[src/rtl/syscall_display_unit.sv]
// Queues CPU syscall display values and shows each on an 8-digit seven-segment scan for a minimum hold time.
// Push-to-display latency is one cycle when idle; pushes while full are dropped and flagged (full doubles as a stall request).
module syscall_display_unit #(
    parameter int DEPTH       = 4,
    parameter int HOLD_CYCLES = 1000,
    parameter int SCAN_DIV    = 16
) (
    input  logic                     clk,
    input  logic                     rst,
    input  logic                     syscall_valid,
    input  logic [31:0]              syscall_data,
    input  logic                     clear_ovf,
    output logic                     full,
    output logic                     overflow,
    output logic [$clog2(DEPTH):0]   fifo_count,
    output logic [31:0]              disp_value,
    output logic [7:0]               an,
    output logic [6:0]               seg
);

    localparam int PW = $clog2(DEPTH);
    localparam int CW = PW + 1;
    localparam int HW = (HOLD_CYCLES > 1) ? $clog2(HOLD_CYCLES) : 1;
    localparam int SW = 3 + $clog2(SCAN_DIV);
    localparam logic [HW-1:0] HOLD_RELOAD = HW'(HOLD_CYCLES - 1);
    localparam logic [CW-1:0] COUNT_FULL  = CW'(DEPTH);

    typedef enum logic {S_IDLE, S_SHOW} state_t;

    logic [31:0]   r_mem [DEPTH];
    logic [PW-1:0] r_wr_ptr;
    logic [PW-1:0] r_rd_ptr;
    logic [CW-1:0] r_count;
    logic          r_ovf;
    state_t        r_state;
    logic [HW-1:0] r_hold;
    logic [31:0]   r_disp;
    logic [SW-1:0] r_scan;
    logic [7:0]    r_an;
    logic [6:0]    r_seg;

    logic          w_empty;
    logic          w_full;
    logic          w_pop;
    logic          w_push;
    logic          w_drop;
    logic [SW-1:0] w_scan_nxt;
    logic [2:0]    w_digit;
    logic [3:0]    w_nib;
    logic [6:0]    w_seg_nxt;

    assign w_empty = (r_count == '0);
    assign w_full  = (r_count == COUNT_FULL);
    // The head leaves the FIFO whenever the display is ready for a new value.
    assign w_pop   = !w_empty && ((r_state == S_IDLE) || (r_hold == '0));
    assign w_push  = syscall_valid && (!w_full || w_pop);
    assign w_drop  = syscall_valid && w_full && !w_pop;

    always_ff @(posedge clk) begin
        if (w_push) begin
            r_mem[r_wr_ptr] <= syscall_data;
        end
    end

    always_ff @(posedge clk or posedge rst) begin
        if (rst) begin
            r_wr_ptr <= '0;
            r_rd_ptr <= '0;
            r_count  <= '0;
            r_ovf    <= 1'b0;
        end else begin
            if (w_push) begin
                r_wr_ptr <= r_wr_ptr + PW'(1);
            end
            if (w_pop) begin
                r_rd_ptr <= r_rd_ptr + PW'(1);
            end
            case ({w_push, w_pop})
                2'b10:   r_count <= r_count + CW'(1);
                2'b01:   r_count <= r_count - CW'(1);
                default: r_count <= r_count;
            endcase
            if (w_drop) begin
                r_ovf <= 1'b1;
            end else if (clear_ovf) begin
                r_ovf <= 1'b0;
            end
        end
    end

    always_ff @(posedge clk or posedge rst) begin
        if (rst) begin
            r_state <= S_IDLE;
            r_hold  <= '0;
            r_disp  <= '0;
        end else begin
            case (r_state)
                S_IDLE: begin
                    if (!w_empty) begin
                        r_disp  <= r_mem[r_rd_ptr];
                        r_hold  <= HOLD_RELOAD;
                        r_state <= S_SHOW;
                    end
                end
                S_SHOW: begin
                    if (r_hold != '0) begin
                        r_hold <= r_hold - HW'(1);
                    end else if (!w_empty) begin
                        r_disp <= r_mem[r_rd_ptr];
                        r_hold <= HOLD_RELOAD;
                    end else begin
                        r_state <= S_IDLE;
                    end
                end
                default: r_state <= S_IDLE;
            endcase
        end
    end

    // Digit select comes from the next counter value so an/seg land in the same register stage.
    assign w_scan_nxt = r_scan + SW'(1);
    assign w_digit    = w_scan_nxt[SW-1 -: 3];
    assign w_nib      = r_disp[{w_digit, 2'b00} +: 4];

    always_comb begin
        w_seg_nxt = 7'b1000000;
        case (w_nib)
            4'h0: w_seg_nxt = 7'b1000000;
            4'h1: w_seg_nxt = 7'b1111001;
            4'h2: w_seg_nxt = 7'b0100100;
            4'h3: w_seg_nxt = 7'b0110000;
            4'h4: w_seg_nxt = 7'b0011001;
            4'h5: w_seg_nxt = 7'b0010010;
            4'h6: w_seg_nxt = 7'b0000010;
            4'h7: w_seg_nxt = 7'b1111000;
            4'h8: w_seg_nxt = 7'b0000000;
            4'h9: w_seg_nxt = 7'b0010000;
            4'hA: w_seg_nxt = 7'b0001000;
            4'hB: w_seg_nxt = 7'b0000011;
            4'hC: w_seg_nxt = 7'b1000110;
            4'hD: w_seg_nxt = 7'b0100001;
            4'hE: w_seg_nxt = 7'b0000110;
            4'hF: w_seg_nxt = 7'b0001110;
            default: w_seg_nxt = 7'b1000000;
        endcase
    end

    always_ff @(posedge clk or posedge rst) begin
        if (rst) begin
            r_scan <= '0;
            r_an   <= 8'hFE;
            r_seg  <= 7'b1000000;
        end else begin
            r_scan <= w_scan_nxt;
            r_an   <= ~(8'b1 << w_digit);
            r_seg  <= w_seg_nxt;
        end
    end

    assign full       = w_full;
    assign overflow   = r_ovf;
    assign fifo_count = r_count;
    assign disp_value = r_disp;
    assign an         = r_an;
    assign seg        = r_seg;

endmodule

[config.mk]
export PLATFORM = sky130hd
export DESIGN_NAME = syscall_display_unit
export DESIGN_NICKNAME = d
export VERILOG_FILES = /design/src/rtl/syscall_display_unit.sv
export SDC_FILE = /design/constraint.sdc
export NUM_CORES = 1
export LEC_CHECK = 0
export CORE_MARGIN = 2
export CORE_UTILIZATION = 45
export DETAILED_ROUTE_END_ITERATION = 10
export HOLD_SLACK_MARGIN = 0.03
export PLACE_DENSITY = 0.7
export SYNTH_ARGS = -nofsm -noshare
export SYNTH_HDL_FRONTEND = slang
export SYNTH_SLANG_ARGS = --single-unit
[constraint.sdc]
create_clock -name clk -period 5.7 [get_ports clk]
set_input_delay 1.425 -clock clk [delete_from_list [all_inputs] [get_ports clk]]
set_output_delay 1.425 -clock clk [all_outputs]
set_load 0.03 [all_outputs]
==> flow_summary.json <==
{
  "outcome": "finished clean",
  "rsz0062_at_grt": "no",
  "finalSetupViolCount": 0,
  "cts-root-buf": "sky130_fd_sc_hd__clkbuf_16",
  "initial_antenna_violation_count": 0,
  "timing.critical_path.to_type": "output pin",
  "first_iter_violations": 330,
  "global_route.overflow_total": 0,
  "cts_max_level": 1,
  "chipWidth_um": 138,
  "io_buffers": 87,
  "detailed_place.area_um2": 9210,
  "yosysTopAreaCell": "sky130_fd_sc_hd__edfxtp_1",
  "drt_pre_antenna_iters": 5,
  "timing.max_slew.rel_slack_pct": 22.5,
  "sequential_cell_area_um2": 5680,
  "final_cell_area_um2": 9910,
  "setup_tns_ps": 0,
  "die_h_um": 138,
  "leading_cell_types_by_count_after_synthesis": "sky130_fd_sc_hd__edfxtp_1 (128), sky130_fd_sc_hd__dfrtp_1 (65), sky130_fd_sc_hd__mux4_2 (35)",
  "worstHoldPathType": "reg -> reg",
  "grt_first_pass_wirelength_um": 24800,
  "number_of_buffers_created_by_cts": 21,
  "setup_cp_type": "reg -> out",
  "yosys_most_used_dff": "sky130_fd_sc_hd__edfxtp_1",
  "synth_area_leaders": "sky130_fd_sc_hd__edfxtp_1 (47%), sky130_fd_sc_hd__dfrtp_1 (20%), sky130_fd_sc_hd__mux4_2 (9.7%), sky130_fd_sc_hd__mux2_2 (4.5%), sky130_fd_sc_hd__dfstp_2 (2.6%)",
  "cp_data_required_time_ps": 4280,
  "cp_data_arrival_time_ps": 1920,
  "maxcap_viol_count": 0,
  "clock_skew_ps": 9.97,
  "syn-instance-count": 457,
  "cts_max_path_buffers": 3,
  "clock_latency_ps": 490,
  "synth_most_common_cell": "sky130_fd_sc_hd__edfxtp_1",
  "final.min_clock_period_ps": 3340,
  "layout_worst_path_cycle_share_pct": 58.6,
  "clk_pin_slew_worst_paths_ps": 60,
  "detail_route.vias_per_cell": 5.44,
  "grt_max_degree": 51,
  "initial_utilization_pct": 45.5,
  "wl_per_cell_um": 19.2,
  "syn-mean-instance-area_um2": 17.7,
  "power_leakage_uw": 0.00358,
  "synth-async-reset-ratio_pct": 36.3,
  "synth.yosys.seq_area_share_pct": 70.2,
  "area_growth_syn_to_layout_pct": 22.5,
  "io_pins": 88,
  "final_net_count": 603,
  "coreArea_um2": 17800,
  "final.fill_count": 1363,
  "cts_tree": "yes",
  "achievable-frequency_mhz": 299,
  "synthesis.nets": 504,
  "synth_cell_types": 54,
  "cts_num_sinks": 201,
  "antenna_cells": 0,
  "std_cell_rows": 49,
  "final_layout_size_suffix_gt1_share_pct": 21.9,
  "final_antenna_net_count": 0,
  "synth_edf_count": 128,
  "grt_pass1_vias": 4568,
  "timing_hold_violations_final": 0,
  "number_of_vias_in_the_routed_layout": 4349,
  "globalplace.congestion": 0.758,
  "vdd_ir_max_mv": 0.301,
  "timing_worst_slew_pin_value_ps": 1160,
  "mappedNetlistArea_um2": 8100,
  "synth_register_bits": 201,
  "route.detailed.drc": 0,
  "post-dp-hpwl_um": 9480,
  "die_area_um2": 19100,
  "path_max_fanout": 3,
  "fin_worst_hold_slack_ps": 458,
  "pwr_per_cell_area_nw_per_um2": 394,
  "count_of_cells_resized_by_post_cts_repair": 0,
  "yosys_warnings": 0,
  "hold_buffer_count_at_cts": 0,
  "yosys.area.top_type_share_pct": 47.5,
  "area_used_by_multi_input_combinational_logic_um2": 2260,
  "setup.worst_path.start_class": "flop",
  "totalWireLength_um": 15300,
  "number_of_max_slew_violations_in_the_final_report": 0,
  "post_cts.repair.setup_buffers": 0,
  "gr-usage-all-layers_pct": 16.4
}
## flip-flops by register name, summed over array words and instances (netlist names)
signal / count
r_scan: 7
r_rd_ptr: 2
an: 8
seg: 7
r_mem: 128
r_wr_ptr: 2
fifo_count: 3
overflow: 1
r_hold: 10
r_state: 1
disp_value: 32
## through the flow
stage          instances  setup slack [ps]  utilization, %  power (µW)
3_3_place_gp         762              2410            51.8        2540
2_1_floorplan        457              2430               -        2320
5_1_grt              800              2140            55.8        4090
3_5_place_dp         762              2320            51.8        2570
4_1_cts              800              2330            55.8        3950
6_report             800              2360            55.8        3910
## final timing paths
kind	slack, ps	end	cells past startpoint	from
worst max-delay path	2360	full	3	fifo_count[0]
worst max register to register	2380	fifo_count[1]	7	r_hold[0]
worst min register to register	460	r_scan[0]	1	r_scan[0]
min in group asynchronous	1520	an[0]	2	rst
max in group asynchronous	3260	r_hold[9]	3	rst
worst min-delay path	460	r_scan[0]	1	r_scan[0]
## metal layers
metal | wire length (µm) | GRT usage (%) | vias to the layer above
met5 | 0 | 0 | -
met4 | 255 | 3.54 | 0
met3 | 751 | 3.67 | 20
met2 | 7690 | 27.4 | 121
met1 | 6650 | 22.3 | 2256
li1 | - | - | 1952
## area by class of cell
class / instances / area share, %
Timing Repair Buffer: 94 / 9.31
Multi-Input combinational cell: 222 / 22.8
Clock inverter: 11 / 1.36
Inverter: 16 / 0.606
Tap cell: 229 / 2.89
Sequential cell: 201 / 57.3
Clock buffer: 27 / 5.73
## worst max-delay path, cell delays in order (launching register included)
cell and delay, ps:
sky130_fd_sc_hd__dfrtp_1 390, sky130_fd_sc_hd__inv_1 130, sky130_fd_sc_hd__and3_1 220, sky130_fd_sc_hd__clkdlybuf4s50_1 690
## kinds of logic after synthesis
logic type | Yosys count | synth area share, %
buffers and inverters | 34 | 2.02
XOR/XNOR | 11 | 1.51
AO/OA/AOI/OAI | 38 | 3.06
multiplexers | 85 | 16.5
adder cells (fa/ha/maj) | 11 | 1.79
flip-flops | 201 | 70.2
AND/OR/NAND/NOR | 77 | 4.96
## power breakdown
group	switching, µW	internal, µW	total [µW]
sequential	100	1820	1920
combinational	350	260	610
clock	532	841	1370
## cell usage in the layout (no fill, tap or decap), types with 2 or more instances in the layout
master / n
sky130_fd_sc_hd__clkbuf_1: 4
sky130_fd_sc_hd__or3_1: 4
sky130_fd_sc_hd__clkbuf_8: 2
sky130_fd_sc_hd__a21o_1: 2
sky130_fd_sc_hd__mux2_2: 32
sky130_fd_sc_hd__nor3_1: 6
sky130_fd_sc_hd__dfstp_2: 8
sky130_fd_sc_hd__clkbuf_16: 21
sky130_fd_sc_hd__xor2_1: 4
sky130_fd_sc_hd__dfrtp_1: 64
sky130_fd_sc_hd__edfxtp_1: 128
sky130_fd_sc_hd__xnor2_1: 5
sky130_fd_sc_hd__o21ai_0: 9
sky130_fd_sc_hd__buf_4: 7
sky130_fd_sc_hd__inv_2: 2
sky130_fd_sc_hd__ha_1: 10
sky130_fd_sc_hd__a21oi_1: 8
sky130_fd_sc_hd__clkdlybuf4s50_1: 87
sky130_fd_sc_hd__nor3b_1: 4
sky130_fd_sc_hd__a31oi_1: 5
sky130_fd_sc_hd__mux4_2: 35
sky130_fd_sc_hd__and3_1: 5
sky130_fd_sc_hd__mux2i_1: 16
sky130_fd_sc_hd__nand3_1: 14
sky130_fd_sc_hd__bufinv_16: 3
sky130_fd_sc_hd__nor2_1: 9
sky130_fd_sc_hd__a22o_1: 4
sky130_fd_sc_hd__nand2_1: 19
sky130_fd_sc_hd__and2_1: 2
sky130_fd_sc_hd__nand2b_1: 4
sky130_fd_sc_hd__clkinv_2: 5
sky130_fd_sc_hd__inv_1: 14
(Power assumes the default switching activity.)
==> RTL edit (same flow settings) <==
Reset style: synchronous (`rst`), changed in 3 clocked blocks.
--- a/src/rtl/syscall_display_unit.sv
+++ b/src/rtl/syscall_display_unit.sv
@@ -63,5 +63,5 @@
     end
 
-    always_ff @(posedge clk or posedge rst) begin
+    always_ff @(posedge clk) begin
         if (rst) begin
             r_wr_ptr <= '0;
@@ -89,5 +89,5 @@
     end
 
-    always_ff @(posedge clk or posedge rst) begin
+    always_ff @(posedge clk) begin
         if (rst) begin
             r_state <= S_IDLE;
@@ -146,5 +146,5 @@
     end
 
-    always_ff @(posedge clk or posedge rst) begin
+    always_ff @(posedge clk) begin
         if (rst) begin
             r_scan <= '0;
Function: differs if rst is asserted again (counterexample within 4 cycles, from zero or initial values and one cycle with rst high); with rst held inactive, the same outputs for 10 cycles.
==> RTL edit against the unedited design <==
Sequential cell count rose by 2. Worst hold slack better by 0.014 ns. Critical path depth increased by 5. Via count grew 13%. Non-clock buffer count is 3 higher. Cell area down 2.0%. Routed wire length rose by 11%. Setup slack worse by 0.41 ns. Synthesized area down 0.87%. Critical path type is now flop to flop.
Power is not compared: it rests on default switching activity, and its combinational part moved more than twofold at a synthesized area within 25%.
==> RTL edit: results (changes against the unedited design) <==
| Metric | Value |
|---|---|
| DRT antenna net count | 0 (unchanged) |
| Port Buffer Count | 87 (unchanged) |
| Clock slew at reported path FFs | 0.06 ns (about the same) |
| Skew-Pair Late Insertion Delay | about 0.50 ns |
| Final GP Congestion | 0.8400 (+11%) |
| Worst EP arrival | 4.19 ns (+2.27 ns) |
| Fin nets | 707 (+17%) |
| CTS root buffer | clkbuf_16 |
| Detailed Place HPWL | 11.05 mm (+17%) |
| Hold Startpoint | r_scan[0] |
| Max VDD drop | roughly 0.28 mV |
| DR iter-0 viols | 301 (-8.8%) |
| EDFF count, synth | 128 (unchanged) |
| Reg-to-Reg Start | r_scan[3] |
| Status | finished, final reports clean |
| H-tree level count | 1 (unchanged) |
| Clk buf depth | 3 (unchanged) |
| Netlist cell types | 58 (+7.4%) |
| CP max FO | 13 (+10) |
| Worst setup SP type | flop |
| Register area share after synthesis | 66.59% (-3.6 points) |
| Via density | 5.478 (+0.76%) |
| Yosys Warn Count | 0 (unchanged) |
| Hold Path Class | flop to flop |
| Commonest cells in the netlist | edfxtp_1, nand2_1, dfxtp_1, a21oi_1, nor2_1 |
| Leakage | 3.305 nW |
| Flop2flop setup slack | 1.94 ns (-0.44 ns) |
| Largest net degree at the start of global routing | 72 (+41%) |
| Setup Buffers After CTS | 0 (unchanged) |
| Clk_skew | 0.01114 ns (+0.001176 ns) |
| Post_cts resized | 0 (unchanged) |
| Initial antenna violation count | 0 (unchanged) |
| Average wire per standard cell | 19.00 µm (-0.89%) |
| Largest register FFs | 128 (unchanged) |
| Syn_nets | 615 (+22%) |
| DR pass1 iterations | 5 (unchanged) |
| Least-Margin Pin Slew | 1.085 ns (-0.07454 ns) |
| First-pass GRT wire length | 26.16 mm (+5.5%) |
| Synth area leaders | edfxtp_1, dfxtp_1, mux4_2, nand2_1, a21oi_1 |
| Layout cells sized above 1 | 13.78% (-8.1 points) |
| Fillers | 1405 (+3.1%) |
| Biggest register | r_mem |
| Vias in the first global route | 4838 (+5.9%) |
| Total CTS buffers | 21 (unchanged) |
| Post-place instance area | 9091 µm² (-1.3%) |
| Gr usage total | 18.26% (+1.9 points) |
| Diode count | 0 (unchanged) |
| Ys async rst share | 0% (-36 points) |
## RTL edit: per-stage QoR
| step | utilization [%] | instances | hold slack, ns | setup WS, ns | power [mW] |
|---|---|---|---|---|---|
| global route | 56.00 | 900 | 0.4872 | 1.734 | 5.064 |
| floorplan | - | 568 | 0.4300 | 2.441 | 3.024 |
| detailed placement | 52.38 | 862 | 0.4619 | 1.976 | 3.608 |
| CTS | 56.00 | 900 | 0.4747 | 1.982 | 4.864 |
| global placement | 52.38 | 862 | 0.4433 | 2.088 | 3.550 |
| finish | 56.00 | 900 | 0.4721 | 1.943 | 4.826 |
## RTL edit: final timing paths
path | end | cells after the start
worst max-delay path | seg[0] | 8
worst max register to register | seg[0] | 8
worst min-delay path | r_scan[0] | 1
worst min register to register | r_scan[0] | 1
## RTL edit: cell families after synthesis
kind of cell    after synthesis  share of synthesized area (%)
flops                       203                          66.59
simple gates                165                          9.509
buf+inv                      45                          2.806
xor+xnor                     11                          1.294
compound gates               83                          6.532
fa+ha+maj                    11                          1.808
mux                          50                          11.46
## RTL edit: cell type report
cell class / count / area [µm²] / share of cell area (%)
well taps: 225 / 281.5 / 2.896
flip-flops and latches: 203 / 5346 / 55.01
clock buffers: 28 / 551.8 / 5.677
repair buffers: 97 / 940.9 / 9.681
clock inverters: 10 / 76.32 / 0.7853
inverters: 17 / 63.81 / 0.6565
multi-input cells: 320 / 2459 / 25.30
## RTL edit: routing by layer
metal	up-vias	wire (µm)	global-route usage, %	share of wire [%]
met5	-	0	0	0
met4	0	532	6.243	3.1
met3	45	928	2.575	5.4
met2	170	8536	31.18	50
met1	2423	7107	24.04	42
li1	2292	-	-	-
## RTL edit: where the power goes
group          internal (mW)  switching, mW
clock                  0.726          0.525
combinational          0.651          0.895
sequential              1.81          0.220
## RTL edit: critical path, cell delays in order (launching register included)
cell and delay (ns):
dfxtp_1 0.41, nand4_1 0.16, o21ai_0 0.38, and2_1 0.53, mux2_2 0.40, a222oi_1 0.80, ha_1 0.33, or4b_2 0.59
nand4_1 0.10
